===== src/rtl/bit_stuff_flex_if.sv =====
`timescale 1ns/1ps
`default_nettype none
// ============================================================================
// Module      : bit_stuff_flex_if
// Description : Bit-level handshake bundle between the bit stuffer/destuffer
//               and its neighbours (shift register / NRZI codec).
// Revision    : 1.0 - initial release
// ============================================================================
interface bit_stuff_flex_if;
   logic mode;
   logic en;
   logic bit_strobe;
   logic bit_in;
   logic bit_out;
   logic bit_valid;
   logic data_ack;
   logic stuffing;
   logic stuff_err;

   // Upstream side: drives control and the incoming bit, observes results
   modport master (
      output mode, en, bit_strobe, bit_in,
      input  bit_out, bit_valid, data_ack, stuffing, stuff_err
   );

   // Stuffer side
   modport slave (
      input  mode, en, bit_strobe, bit_in,
      output bit_out, bit_valid, data_ack, stuffing, stuff_err
   );
endinterface
`default_nettype wire


===== src/rtl/bit_stuff_flex.sv =====
`timescale 1ns/1ps
`default_nettype none
// ============================================================================
// Module      : bit_stuff_flex
// Description : Parametrised USB bit stuffer (mode=0) / destuffer (mode=1).
//               After RUN_LEN consecutive TRIGGER_BIT values a complemented
//               bit is inserted (TX) or removed (RX).
//               Optional macro STUFF_ERR_CHK_EN compiles in the sticky
//               receive-side stuff error flag; otherwise stuff_err is 0.
// Revision    : 1.0 - initial release
// ============================================================================
module bit_stuff_flex #(
   parameter int   RUN_LEN     = 6,
   parameter logic TRIGGER_BIT = 1'b1
) (
   input  wire logic       clk,
   input  wire logic       rst,
   bit_stuff_flex_if.slave bus
);

   localparam int             c_RUN_W   = $clog2(RUN_LEN + 1);
   localparam logic [c_RUN_W-1:0] c_RUN_MAX = c_RUN_W'(RUN_LEN);
   localparam logic [c_RUN_W-1:0] c_RUN_ONE = c_RUN_W'(1);

   logic [c_RUN_W-1:0] r_run;
   logic               r_mode_q;
   logic               r_bit_out;
   logic               r_bit_valid;

   logic               w_stuffing;
   logic               w_trig;
   logic               w_data_ack;

   assign w_stuffing = bus.en & (r_run == c_RUN_MAX);
   assign w_trig     = (bus.bit_in == TRIGGER_BIT);

   // A bit is consumed/accepted on any live strobe that is not a stuff slot
   always_comb begin
      w_data_ack = 1'b0;
      if (bus.en && bus.bit_strobe && !w_stuffing) begin
         w_data_ack = 1'b1;
      end
   end

   // Run counter, latched mode and the registered output bit/strobe
   always_ff @(posedge clk or posedge rst) begin
      if (rst) begin
         r_run       <= '0;
         r_mode_q    <= 1'b0;
         r_bit_out   <= 1'b0;
         r_bit_valid <= 1'b0;
      end else if (!bus.en) begin
         // Between frames: mode may change, run restarts, bit_out holds
         r_run       <= '0;
         r_bit_valid <= 1'b0;
         r_mode_q    <= bus.mode;
      end else if (bus.bit_strobe) begin
         if (w_stuffing) begin
            // Stuff slot always ends the run; TX emits, RX swallows
            r_run <= '0;
            if (!r_mode_q) begin
               r_bit_out   <= ~TRIGGER_BIT;
               r_bit_valid <= 1'b1;
            end else begin
               r_bit_valid <= 1'b0;
            end
         end else begin
            r_bit_out   <= bus.bit_in;
            r_bit_valid <= 1'b1;
            r_run       <= w_trig ? (r_run + c_RUN_ONE) : '0;
         end
      end else begin
         r_bit_valid <= 1'b0;
      end
   end

`ifdef STUFF_ERR_CHK_EN
   logic r_stuff_err;

   // Sticky flag: a trigger-valued bit where a stuff bit was required (RX)
   always_ff @(posedge clk or posedge rst) begin
      if (rst) begin
         r_stuff_err <= 1'b0;
      end else if (!bus.en) begin
         r_stuff_err <= 1'b0;
      end else if (bus.bit_strobe && w_stuffing && r_mode_q && w_trig) begin
         r_stuff_err <= 1'b1;
      end
   end

   assign bus.stuff_err = r_stuff_err;
`else
   assign bus.stuff_err = 1'b0;
`endif

   assign bus.bit_out   = r_bit_out;
   assign bus.bit_valid = r_bit_valid;
   assign bus.data_ack  = w_data_ack;
   assign bus.stuffing  = w_stuffing;

endmodule
`default_nettype wire


===== src/flat_wrapper.sv =====
// flat-port wrapper written by rule: the top's interface ports become plain ports
module bit_stuff_flex_flat 
#(
   parameter int   RUN_LEN     = 6,
   parameter logic TRIGGER_BIT = 1'b1
)
  (clk, rst, bus_mode, bus_en, bus_bit_strobe, bus_bit_in, bus_bit_out, bus_bit_valid, bus_data_ack, bus_stuffing, bus_stuff_err);
  bit_stuff_flex_if bus_i ();
  input  wire logic clk;
  input  wire logic rst;
  input wire logic [$bits(bus_i.mode)-1:0] bus_mode;
  input wire logic [$bits(bus_i.en)-1:0] bus_en;
  input wire logic [$bits(bus_i.bit_strobe)-1:0] bus_bit_strobe;
  input wire logic [$bits(bus_i.bit_in)-1:0] bus_bit_in;
  output wire logic [$bits(bus_i.bit_out)-1:0] bus_bit_out;
  output wire logic [$bits(bus_i.bit_valid)-1:0] bus_bit_valid;
  output wire logic [$bits(bus_i.data_ack)-1:0] bus_data_ack;
  output wire logic [$bits(bus_i.stuffing)-1:0] bus_stuffing;
  output wire logic [$bits(bus_i.stuff_err)-1:0] bus_stuff_err;
  assign bus_i.mode = bus_mode;
  assign bus_i.en = bus_en;
  assign bus_i.bit_strobe = bus_bit_strobe;
  assign bus_i.bit_in = bus_bit_in;
  assign bus_bit_out = bus_i.bit_out;
  assign bus_bit_valid = bus_i.bit_valid;
  assign bus_data_ack = bus_i.data_ack;
  assign bus_stuffing = bus_i.stuffing;
  assign bus_stuff_err = bus_i.stuff_err;
  bit_stuff_flex #(.RUN_LEN(RUN_LEN), .TRIGGER_BIT(TRIGGER_BIT)) u_core (.clk(clk), .rst(rst), .bus(bus_i));
endmodule

===== config.mk =====
export PLATFORM = sky130hd
export DESIGN_NAME = bit_stuff_flex_flat
export DESIGN_NICKNAME = d
export VERILOG_FILES = /design/src/rtl/bit_stuff_flex_if.sv /design/src/rtl/bit_stuff_flex.sv /design/src/flat_wrapper.sv
export SDC_FILE = /design/constraint.sdc
export NUM_CORES = 1
export LEC_CHECK = 0
export CAP_MARGIN = 10
export CORE_AREA = 2 2 39 41
export DETAILED_ROUTE_END_ITERATION = 10
export DIE_AREA = 0 0 41 43
export HOLD_SLACK_MARGIN = 0.08
export MAX_ROUTING_LAYER = met4
export RECOVER_POWER = 100
export SYNTH_ARGS = -nofsm -noshare
export SYNTH_HDL_FRONTEND = slang
export SYNTH_SLANG_ARGS = --single-unit

===== constraint.sdc =====
create_clock -name clk -period 1.15 [get_ports clk]
set_input_delay 0.2875 -clock clk [delete_from_list [all_inputs] [get_ports clk]]
set_output_delay 0.2875 -clock clk [all_outputs]
set_load 0.005 [all_outputs]

==> results of run 1 <==
==> cells in the final DEF (no fill, tap or decap), drive strengths merged <==
cell type      Yosys  layout
buf                1       8
dfrtp              6       6
inv                4       4
clkbuf             0       4
nand3              3       3
nand2b             3       3
a21oi              3       3
a31oi              2       2
dlygate4sd2        0       2
dlygate4sd3        0       2
ha                 2       2
a21boi             1       1
nand2              1       1
o21ai              1       1
nand3b             1       1
and3               1       1
mux2               1       1
nor2               1       1
nand4b             1       1
conb               1       1
clkdlybuf4s50      0       1
clkdlybuf4s15      0       1
==> cells by family (layout without fill, tap and decap cells) <==
logic type,Yosys count,in the layout,share of synthesized area (%)
and+or+nand+nor,11,11,19.5
AOI/OAI and AO/OA,7,7,15.3
DFF,6,6,46.0
buffers and inverters,5,22,6.90
adders and majority gates,2,2,7.66
other,1,1,1.15
muxes,1,1,3.45
==> registers in the layout, indices dropped and copies added (netlist names) <==
register              cells
u_core.bus.bit_out        1
u_core.r_mode_q           1
u_core.r_run              3
u_core.bus.bit_valid      1
==> cell type report <==
type	count	area (µm²)	share of cell area, %
Multi-Input combinational cell	22	178	35.0
Timing Repair Buffer	15	123	24.1
Clock buffer	3	22.5	4.43
Inverter	4	15.0	2.96
Tap cell	16	20.0	3.94
Sequential cell	6	150	29.6
==> what timing repair did <==
item                       CTS  global route
hold buffers                 0             0
pin swaps                    1             6
buffers inserted             0             1
gates resized for setup     18             5
setup endpoints to repair    8             7
==> power breakdown <==
part / switching, mW / leakage [nW] / total [mW] / internal, mW
logic: 0.0366 / 0.143 / 0.0794 / 0.0428
clock network: 0.0836 / 0.0138 / 0.202 / 0.119
registers: 0.00627 / 0.0781 / 0.230 / 0.224
==> routing by layer <==
metal  routed length [µm]  track usage (%)  vias up
met2                  424             16.9       11
met5                    0                -        -
met4                    0             2.00        0
met3                   68             9.42        0
li1                     -                -      147
met1                  318             14.6      145
==> final timing paths <==
path                                              from                             end  slack, ns  depth (start not counted)
setup / recovery           u_core.r_run[0]$_DFFE_PP0P_                    bus_stuffing      -0.24                          4
hold / removal                                     rst  u_core.bus.bit_valid$_DFF_PP0_       0.39                          2
setup reg to reg           u_core.r_run[1]$_DFFE_PP0P_     u_core.r_run[1]$_DFFE_PP0P_      -0.07                          5
hold reg to reg            u_core.r_mode_q$_DFFE_PP0N_  u_core.bus.bit_valid$_DFF_PP0_       0.49                          1
max in group asynchronous                          rst     u_core.r_run[0]$_DFFE_PP0P_       0.55                          2
min in group clk           u_core.r_mode_q$_DFFE_PP0N_  u_core.bus.bit_valid$_DFF_PP0_       0.49                          1
==> flow_summary_export.csv, run 1 <==
group,metric,value,unit
power_and_ir_drop,cellPowerDensity,1010,nW/µm²
grt,grt_pass1_wl,1300,µm
place,hpwl,551,µm
flow_run,maxCapViolCount,0,
critical_path,crit_type,"flip-flop to primary output",
layout,n_fill_cell,149,
critical_path,cpMaxStageDelayCell,"dfrtp_1",
synthesis,ys_ff_latch,6,
place,dp_worst_setup_slack,-0.689,ns
cts,htree_levels,1,
sta,final_max_slew_viol_count,0,
critical_path,arrival,1.11,ns
outcome,status,"finished with violations",
layout,final_util,36.7,%
floorplanning,die_y,43,µm
route,avgRoutedWirePerCell,12.3,µm
synthesis,ys.warnings.count,0,
cts,clock_latency,0.25,ns
layout,nets,60,
place,place_congestion,0.771,
synthesis,yosysTopAreaCellShare,46.0,%
synthesis,synthArstFlopShare,100,%
layout,diodes,0,
power_and_ir_drop,peakVddDrop,0.000554,V
place,io_buffers,9,
place,placed_area,474,µm²
route,drc_errors,0,
sta,finalHoldWorstSlack,0.393,ns
synthesis,synth.cell_area,327,µm²
grt,global_route.overflow_total,0,
critical_path,path_buf_inv,2,
outcome,failed_checks,"negative setup slack",
critical_path,crit_fanout,3,
sta,setup_viol,5,
layout,design_area,508,µm²
floorplanning,core-area,1380,µm²
sta,period_needed,1.39,ns
cts,clk_pin_slew,0.05,ns
route,routed_wl,811,µm
sta,grt_setup_unrepaired,"yes",
synthesis,synth-edff-count,0,
place,dp.cells,63,
layout,fin_cells,66,
critical_path,worstPathRequired,0.86,ns
synthesis,synth_top_cells_by_area,"dfrtp_1, ha_1, nand2b_1",
floorplanning,die_w,41,µm
synthesis,synth_top_area_cell,"dfrtp_1",
power_and_ir_drop,power.total,512,µW
worst_hold_path,hold_class,"input pin to asynchronous set/reset pin",
grt,grt_pass1_vias,286,
synthesis,synth.avg_cell_area,9.90,µm²
critical_path,cp-start-kind,"flip-flop",
synthesis,synth_ff_type,"dfrtp_1",
cts,cts.path.max_buffers,2,
critical_path,cp_cell_sequence,"inv_2 -> ha_4 -> and3_4 -> buf_6",
route,vias_per_cell,4.59,
cts,cts_made_buffers,3,
sta,period_share,121,%
sta,fin_worst_skew,0.00578,ns
cts,root_buffer,"clkbuf_4",
synthesis,synth_nets,41,
synthesis,yosysMostFrequentCell,"dfrtp_1",
route,dr.pass1.iters,3,
sta,fmax,717,MHz
route,first_iter_violations,3,
synthesis,seq_area_frac_synth,46.0,%
synthesis,ys_types,18,
synthesis,ys_top_cells_by_count,"dfrtp_1, inv_1, a21oi_1, nand2b_1, nand3_1",
sta,timing.final.ws_setup,-0.244,ns
floorplanning,initial_utilization,23.6,%
layout,area_growth,55.6,%
sta,hold_viol,0,
critical_path,cpPeakStageDelay,0.38,ns
floorplanning,rows,14,
critical_path,endpoint_kind,"primary output",
cts,cts_num_sinks,6,
sta,tns,-0.589,ns
critical_path,cp_top_family,"flip-flops",
floorplanning,pin_count,11,
power_and_ir_drop,p_leak,0.235,nW
grt,grt_util_all_layers,12.4,%
grt,grt_max_degree,8,
floorplanning,dieArea,1760,µm²
layout,drive_gt1_share,36.0,%
cts,cts_tree,"done",
grt,antenna_found_initial,0,
route,num_vias,303,
synthesis,synthCells,33,
route,drtAntennaViolNets,0,
(Power assumes the default switching activity.)
==> inputs of run 2 (changes only) <==
HOLD_SLACK_MARGIN = 0.15   (was 0.08)
==> results of run 2 <==
No change in the layout: final DEF, timing and power equal those of run 1.
